--- config.mk ---
export PLATFORM = sky130hd
export DESIGN_NAME = pma_comma_aligner
export DESIGN_NICKNAME = d
export VERILOG_FILES = /design/src/rtl/pma_comma_aligner.sv
export SDC_FILE = /design/constraint.sdc
export NUM_CORES = 1
export LEC_CHECK = 0
export ABC_AREA = 1
export CAP_MARGIN = 20
export CORE_MARGIN = 2
export CORE_UTILIZATION = 42
export CTS_CLUSTER_DIAMETER = 120
export DETAILED_ROUTE_END_ITERATION = 12
export GPL_ROUTABILITY_DRIVEN = 1
export HOLD_SLACK_MARGIN = 0.08
export PLACE_DENSITY_LB_ADDON = 0.15
export SYNTH_ARGS = -nofsm -noshare
export SYNTH_HDL_FRONTEND = slang
export SYNTH_SLANG_ARGS = --single-unit
--- constraint.sdc ---
create_clock -name clk -period 4.2 [get_ports clk]
set_input_delay 0.84 -clock clk [delete_from_list [all_inputs] [get_ports clk]]
set_output_delay 0.84 -clock clk [all_outputs]
set_load 0.02 [all_outputs]
--- src/rtl/pma_comma_aligner.sv ---
// pma_comma_aligner
// Receive-side code-group aligner for the 1000BASE-X ten-bit path. The
// serial bit stream arrives one bit per clk. The block looks for the 7-bit
// comma (K28.x, either running disparity) and uses it to fix the 10-bit
// code-group boundary. It then delivers aligned code-groups with a valid
// strobe to the PCS receive/sync logic.
//
// Ports
//   clk            in   1   single clock, s_in sampled on the rising edge
//   reset          in   1   synchronous, active-high
//   s_in           in   1   serial receive bit, bit a first
//   EN_CDET        in   1   comma-detect enable, 0 = hold current phase
//   rx_code_group  out  10  aligned group {a,b,c,d,e,i,f,g,h,j}, a at bit 9
//   rx_valid       out  1   one-cycle pulse, rx_code_group updated
//   comma_det      out  1   one-cycle pulse with rx_valid, group holds a comma
//   aligned        out  1   high only while LOCKED
//   realign_cnt    out  8   saturating count of phase changes in CONFIRM/LOCKED
module pma_comma_aligner #(
    parameter int unsigned CONFIRM_COMMAS = 32'd2,
    parameter logic [6:0]  COMMA_P        = 7'b0011111,
    parameter logic [6:0]  COMMA_N        = 7'b1100000
) (
    input  logic       clk,
    input  logic       reset,
    input  logic       s_in,
    input  logic       EN_CDET,
    output logic [9:0] rx_code_group,
    output logic       rx_valid,
    output logic       comma_det,
    output logic       aligned,
    output logic [7:0] realign_cnt
);

    typedef enum logic [1:0] {
        ST_HUNT    = 2'd0,
        ST_CONFIRM = 2'd1,
        ST_LOCKED  = 2'd2
    } state_t;

    localparam logic [3:0] CONFIRM_W = CONFIRM_COMMAS[3:0];

    // True when a 7-bit window equals either comma polarity.
    function automatic logic is_comma(input logic [6:0] w);
        return (w == COMMA_P) || (w == COMMA_N);
    endfunction

    logic [9:0] sr_r;
    logic [9:0] sr_n_s;
    logic [3:0] fill_cnt_r;
    logic       fill_done_s;
    logic       match_s;
    logic [3:0] ph_r;
    logic [3:0] ph_nxt_s;
    logic       on_phase_s;
    logic [3:0] cnt_r;
    logic [3:0] cnt_nxt_s;
    state_t     state_r;
    state_t     state_nxt_s;
    logic       accept_s;
    logic       realign_s;
    logic       deliver_s;
    logic       comma_s;
    logic       aligned_nxt_s;
    logic [7:0] realign_cnt_nxt_s;

    // The window includes the bit arriving at this edge. The newest bit is
    // j, and the comma occupies the a..g positions at the top.
    assign sr_n_s = {sr_r[8:0], s_in};

    // sr_n holds ten real bits once nine have been stored before this edge.
    // This keeps reset zeros from forming a false comma.
    assign fill_done_s = (fill_cnt_r == 4'd9);
    assign match_s     = fill_done_s && is_comma(sr_n_s[9:3]);
    assign on_phase_s  = (ph_r == 4'd9);

    // Shift register and fill counter. The counter saturates at 9.
    always_ff @(posedge clk) begin
        if (reset) begin
            sr_r       <= 10'd0;
            fill_cnt_r <= 4'd0;
        end else begin
            sr_r <= sr_n_s;
            if (!fill_done_s) begin
                fill_cnt_r <= fill_cnt_r + 4'd1;
            end
        end
    end

    // State register with the comma-confirm counter and the phase counter.
    always_ff @(posedge clk) begin
        if (reset) begin
            state_r <= ST_HUNT;
            cnt_r   <= 4'd0;
            ph_r    <= 4'd0;
        end else begin
            state_r <= state_nxt_s;
            cnt_r   <= cnt_nxt_s;
            ph_r    <= ph_nxt_s;
        end
    end

    // Next-state logic. accept_s marks a comma that sets the group phase.
    // An on-phase comma in LOCKED is not flagged because it changes nothing.
    always_comb begin
        state_nxt_s = state_r;
        cnt_nxt_s   = cnt_r;
        accept_s    = 1'b0;
        realign_s   = 1'b0;
        case (state_r)
            ST_HUNT: begin
                if (match_s) begin
                    accept_s    = 1'b1;
                    cnt_nxt_s   = 4'd1;
                    state_nxt_s = (CONFIRM_W <= 4'd1) ? ST_LOCKED : ST_CONFIRM;
                end else begin
                    state_nxt_s = ST_HUNT;
                end
            end
            ST_CONFIRM: begin
                if (match_s && on_phase_s) begin
                    accept_s  = 1'b1;
                    cnt_nxt_s = cnt_r + 4'd1;
                    if ((cnt_r + 4'd1) >= CONFIRM_W) begin
                        state_nxt_s = ST_LOCKED;
                    end else begin
                        state_nxt_s = ST_CONFIRM;
                    end
                end else if (match_s && EN_CDET) begin
                    accept_s    = 1'b1;
                    realign_s   = 1'b1;
                    cnt_nxt_s   = 4'd1;
                    state_nxt_s = (CONFIRM_W <= 4'd1) ? ST_LOCKED : ST_CONFIRM;
                end else begin
                    state_nxt_s = ST_CONFIRM;
                end
            end
            ST_LOCKED: begin
                if (match_s && !on_phase_s && EN_CDET) begin
                    accept_s    = 1'b1;
                    realign_s   = 1'b1;
                    cnt_nxt_s   = 4'd1;
                    state_nxt_s = (CONFIRM_W <= 4'd1) ? ST_LOCKED : ST_CONFIRM;
                end else begin
                    state_nxt_s = ST_LOCKED;
                end
            end
            default: begin
                state_nxt_s = ST_HUNT;
                cnt_nxt_s   = 4'd0;
            end
        endcase
    end

    // Output decode. Phase boundaries produce a group only after the first
    // comma. An on-phase comma is one delivery, not a realign.
    always_comb begin
        deliver_s         = accept_s || (on_phase_s && (state_r != ST_HUNT));
        comma_s           = deliver_s && match_s;
        aligned_nxt_s     = (state_nxt_s == ST_LOCKED);
        realign_cnt_nxt_s = realign_cnt;
        if (realign_s && (realign_cnt != 8'd255)) begin
            realign_cnt_nxt_s = realign_cnt + 8'd1;
        end else begin
            realign_cnt_nxt_s = realign_cnt;
        end
        if (accept_s || on_phase_s) begin
            ph_nxt_s = 4'd0;
        end else begin
            ph_nxt_s = ph_r + 4'd1;
        end
    end

    // Registered outputs. The code-group holds its value between deliveries.
    always_ff @(posedge clk) begin
        if (reset) begin
            rx_code_group <= 10'd0;
            rx_valid      <= 1'b0;
            comma_det     <= 1'b0;
            aligned       <= 1'b0;
            realign_cnt   <= 8'd0;
        end else begin
            if (deliver_s) begin
                rx_code_group <= sr_n_s;
            end
            rx_valid    <= deliver_s;
            comma_det   <= comma_s;
            aligned     <= aligned_nxt_s;
            realign_cnt <= realign_cnt_nxt_s;
        end
    end

endmodule

=== Word level (Yosys, flattened, before mapping) ===
Index checks and enable logic that the tools add are counted.
W data, S select, Z words.

* Register bits after elaboration: 44
* Latch bits: 0
* Bits in writable memories: 0
* ROM bits: 0
* Input bits: 4
* Output and inout port bits: 21
* Memories kept: 0

* Add/sub/neg operators: 4
* Multipliers: 0
* Div/mod/pow operators: 0
* Order comparisons: 1
* Equality and inequality tests: 11
* Shifts and indexed selects: 0
* Mux-type cells: 17
* Bitwise logic cells: 0
* Reductions and logical operators: 16

{| class="wikitable"
|+ Operators with widths
! cell !! number
|-
| $mux W4 || 4
|-
| $add A4 B1 Y4 const B || 3
|-
| $pmux W4 S3 || 1
|-
| $add A8 B1 Y8 const B || 1
|-
| $eq A4 B4 Y1 const B || 2
|-
| $logic_and A1 B1 Y1 || 8
|-
| $ne A8 B8 Y1 const B || 1
|-
| $eq A7 B5 Y1 const B || 1
|-
| $eq A7 B7 Y1 const B || 1
|-
| $mux W1 || 6
|-
| $mux W2 || 3
|-
| $pmux W2 S3 || 1
|-
| $eq A2 B2 Y1 const B || 2
|-
| $ge A4 B2 Y1 const B || 1
|-
| $ne A2 B2 Y1 const B || 2
|-
| $logic_or A1 B1 Y1 || 3
|-
| $ne A3 B3 Y1 const B || 1
|-
| $pmux W1 S3 || 1
|-
| $reduce_and A3 Y1 || 1
|-
| $eq A2 B1 Y1 const B || 1
|-
| $logic_not A2 Y1 || 1
|-
| $pmux W1 S2 || 1
|-
| $reduce_bool A2 Y1 || 1
|-
| $reduce_or A2 Y1 || 1
|-
| $logic_not A1 Y1 || 1
|}

=== Depth between registers and ports, before layout ===
* Depth after elaboration: 9
* Mapped depth: 15
* Mapped depth without buffers: 15

=== Least setup slack after synthesis ===
Ideal clock, no wire load.

* Path kind: reg2reg
* Start: register realign_cnt[1]
* End: register realign_cnt[2]
* Setup time: 125 ps
* Arrival time: 1,609 ps
* Slack: 2,465 ps
* Stages on the path, launching flop included: 11
* Clock period less this slack: 1,735 ps
* Cells stage by stage: dfxtp_1 > ha_1 > nand2_1 > nor3_1 > nand3_1 > nand2_4 > clkinv_2 > nand2_1 > nand2_1 > nand2_1 > nor2_2

* Longest elaborated chain between the ends: 2
* Elaborated cells on any way between the ends: 3
* Classes of those cells: add/sub: 1; eq/ne: 1; reduce/logical: 1

{| class="wikitable"
|+ RTL lines
! what !! RTL line !! RTL
|-
| from (decl) || 31 || <nowiki>output logic [7:0] realign_cnt</nowiki>
|-
| from (signal assigned) || 188 || <nowiki>realign_cnt <= realign_cnt_nxt_s;</nowiki>
|-
| branches (longest 2 deep; another with $add A8 B1 Y8) || n/a ||
|}

Several ways; the timed one is not identified.
A chain may end at the register's enable or synchronous reset.

=== Final worst setup path ===
* Start: register realign_cnt[4]
* End: output port realign_cnt[4]

No word-level cell between the ends.

==> flow_metrics.tcl <==
set metrics [dict create \
    crit_path_top_delay_cell "clkdlybuf4s50_1" \
    initial_core_util_pct 43.63 \
    period_needed_ns 2.166 \
    ff_latch_area_um2 880.8 \
    synth.avg_cell_area_um2 7.503 \
    portBuffers 24 \
    synthArstFlopShare_pct 0 \
    cp_num_buf_inv 1 \
    viasPerCell 4.597 \
    syn2layout_area_growth_pct 18.14 \
    endpoint_kind "primary output" \
    cts_buffers 5 \
    setup-tns-final_ns 0 \
    rows 26 \
    cts_hold_buf 0 \
    slowest_delay_ns 0.63 \
    fmax_mhz 461.8 \
    clock_sinks 44 \
    synth_nets 313 \
    cts_max_level 2 \
    cts_max_path_buffers 2 \
    maxSlewHeadroom_pct 57.20 \
    yosys_warnings 0 \
    status "complete, no violations" \
    syn_inst 297 \
    final_antenna_net_count 0 \
    synth-main-ff-cell "dfxtp_1" \
    n_fill_cell 526 \
    diodes 0 \
    worstPathArrival_ns 1.33 \
    drtIter0Drc 82 \
    multi_input_area_um2 1106 \
    stdcell_area_um2 2633 \
    cp_max_fo 4 \
    routed_wl_um 4066 \
    cts_setup_buffers 0 \
    critical-path-top-delay-family "buffers and inverters" \
    setup_violations 0 \
    drive_gt1_share_pct 11.88 \
    die_h_um 76.84 \
    place_area_um2 2504 \
    ys_ff_latch 44 \
    drv_cap 0 \
    antenna_found_initial 0 \
    p_leak_nw 1.161 \
    vdd_drop_max_uv 165.8 \
    track_usage_pct 15.00 \
    final_nets 336 \
    finalCritPeriodShare_pct 51.56 \
    dp_slack_ns 1.737 \
    ctsResizeCount 0 \
    num_vias 1793 \
    finalHoldViolations 0 \
    skew_ns 0.004167 \
    synth_cell_types 28 \
    die_w_um 76.84 \
    gp_congestion 0.8042 \
    io_pins 25 \
    rsz0062_at_grt "no" \
    final_common_cell "nand2_1" \
    yosysSeqAreaShare_pct 39.53 \
    final_cell_mix "50 x nand2_1, 45 x inv_1, 45 x nor2_1" \
    grt_max_degree 23 \
    path_cells "clkdlybuf4s50_1" \
    critPathRequiredTime_ns 3.36 \
    synth.cell_area_um2 2228 \
    grt_overflow 0 \
    hold_path.class "reg -> reg" \
    drv_slew 0 \
    worstSetupPathType "reg -> out" \
    core-area_um2 5107 \
    dp_hpwl_um 2933 \
    synth_edf_count 0 \
    clock_latency_ns 0.29 \
    first_pass_iters 4 \
    dieArea_um2 5904 \
    powerDensity_nw_per_um2 315.1 \
    grt_pass1_wl_um 7203 \
    clockRootBuffer "clkbuf_8" \
    grt_pass1_vias 1601 \
    setup_slack_ns 2.034 \
    drc 0 \
    path_clk_slew_ns 0.08 \
    post_drt_wl_per_cell_um 10.43 \
    start_kind "flip-flop" \
    worst_slew_pin_slew_ns 0.6412 \
    cts_tree "done" \
]
## area by class of cell
type | instances | share of cell area (%)
Multi-Input combinational cell | 196 | 42.02
Sequential cell | 44 | 33.46
Timing Repair Buffer | 25 | 9.411
Inverter | 48 | 6.892
Tap cell | 70 | 3.327
Clock buffer | 5 | 2.614
Clock inverter | 2 | 2.281
## final timing paths
check / to / start / cells after the start / slack, ns
worst max register to register: ph_r[3]$_SDFF_PP0_ / fill_cnt_r[0]$_SDFFE_PP0P_ / 10 / 2.28
worst min-delay path: sr_r[1]$_SDFF_PP0_ / sr_r[0]$_SDFF_PP0_ / 2 / 0.42
worst max-delay path: realign_cnt[4] / realign_cnt[4]$_SDFFE_PP0P_ / 1 / 2.03
worst min register to register: sr_r[1]$_SDFF_PP0_ / sr_r[0]$_SDFF_PP0_ / 2 / 0.42
## cell usage after synthesis, types with 4 or more instances
cell type / instances / area (um2)
a21oi_1: 19 / 95.09
o21ai_0: 9 / 45.04
dfxtp_1: 44 / 880.8
nand3_2: 12 / 120.1
nand2_1: 50 / 187.7
inv_1: 45 / 168.9
xnor2_1: 4 / 35.03
nor2_1: 45 / 168.9
ha_1: 12 / 150.1
nor2_2: 4 / 25.02
nor3_1: 4 / 20.02
nand4_1: 8 / 50.05
clkbuf_1: 5 / 18.77
nand3_1: 10 / 50.05
## metal layers
metal | global-route usage, % | vias up | wire length [um]
met1 | 19.58 | 790 | 2131
met2 | 23.68 | 23 | 1722
li1 | - | 974 | -
met5 | 0 | - | 0
met4 | 5.636 | 0 | 57
met3 | 4.000 | 6 | 155
## cells by family after synthesis
| kind of cell | after synthesis | share of synthesized area, % |
|---|---|---|
| and+or+nand+nor | 145 | 32.62 |
| buffers and inverters | 57 | 10.84 |
| DFF | 44 | 39.53 |
| AOI/OAI and AO/OA | 32 | 7.524 |
| adders and majority gates | 12 | 6.738 |
| xor gates and xnor gates | 7 | 2.751 |
## registers in the layout (all words and copies together) (netlist names)
signal and flops:
rx_code_group 10, sr_r 9, realign_cnt 8, cnt_r 4
fill_cnt_r 4, ph_r 4, state_r 2, aligned 1
comma_det 1, rx_valid 1
## metrics by stage
step	utilization [%]	power (mW)	std cells	hold slack, ns
2_1_floorplan	-	0.4554	297	0.4028
3_3_place_gp	49.02	0.4628	383	0.4119
3_5_place_dp	49.02	0.4631	383	0.4138
4_1_cts	51.54	0.8430	390	0.4259
5_1_grt	51.54	0.8633	390	0.4452
6_report	51.54	0.8296	390	0.4239
## power by group
group	switching (mW)	internal [mW]	leakage (nW)
Sequential	0.00585	0.423	0.356
Combinational	0.0141	0.00972	0.741
Clock	0.143	0.234	0.0642
(Power assumes the default switching activity.)
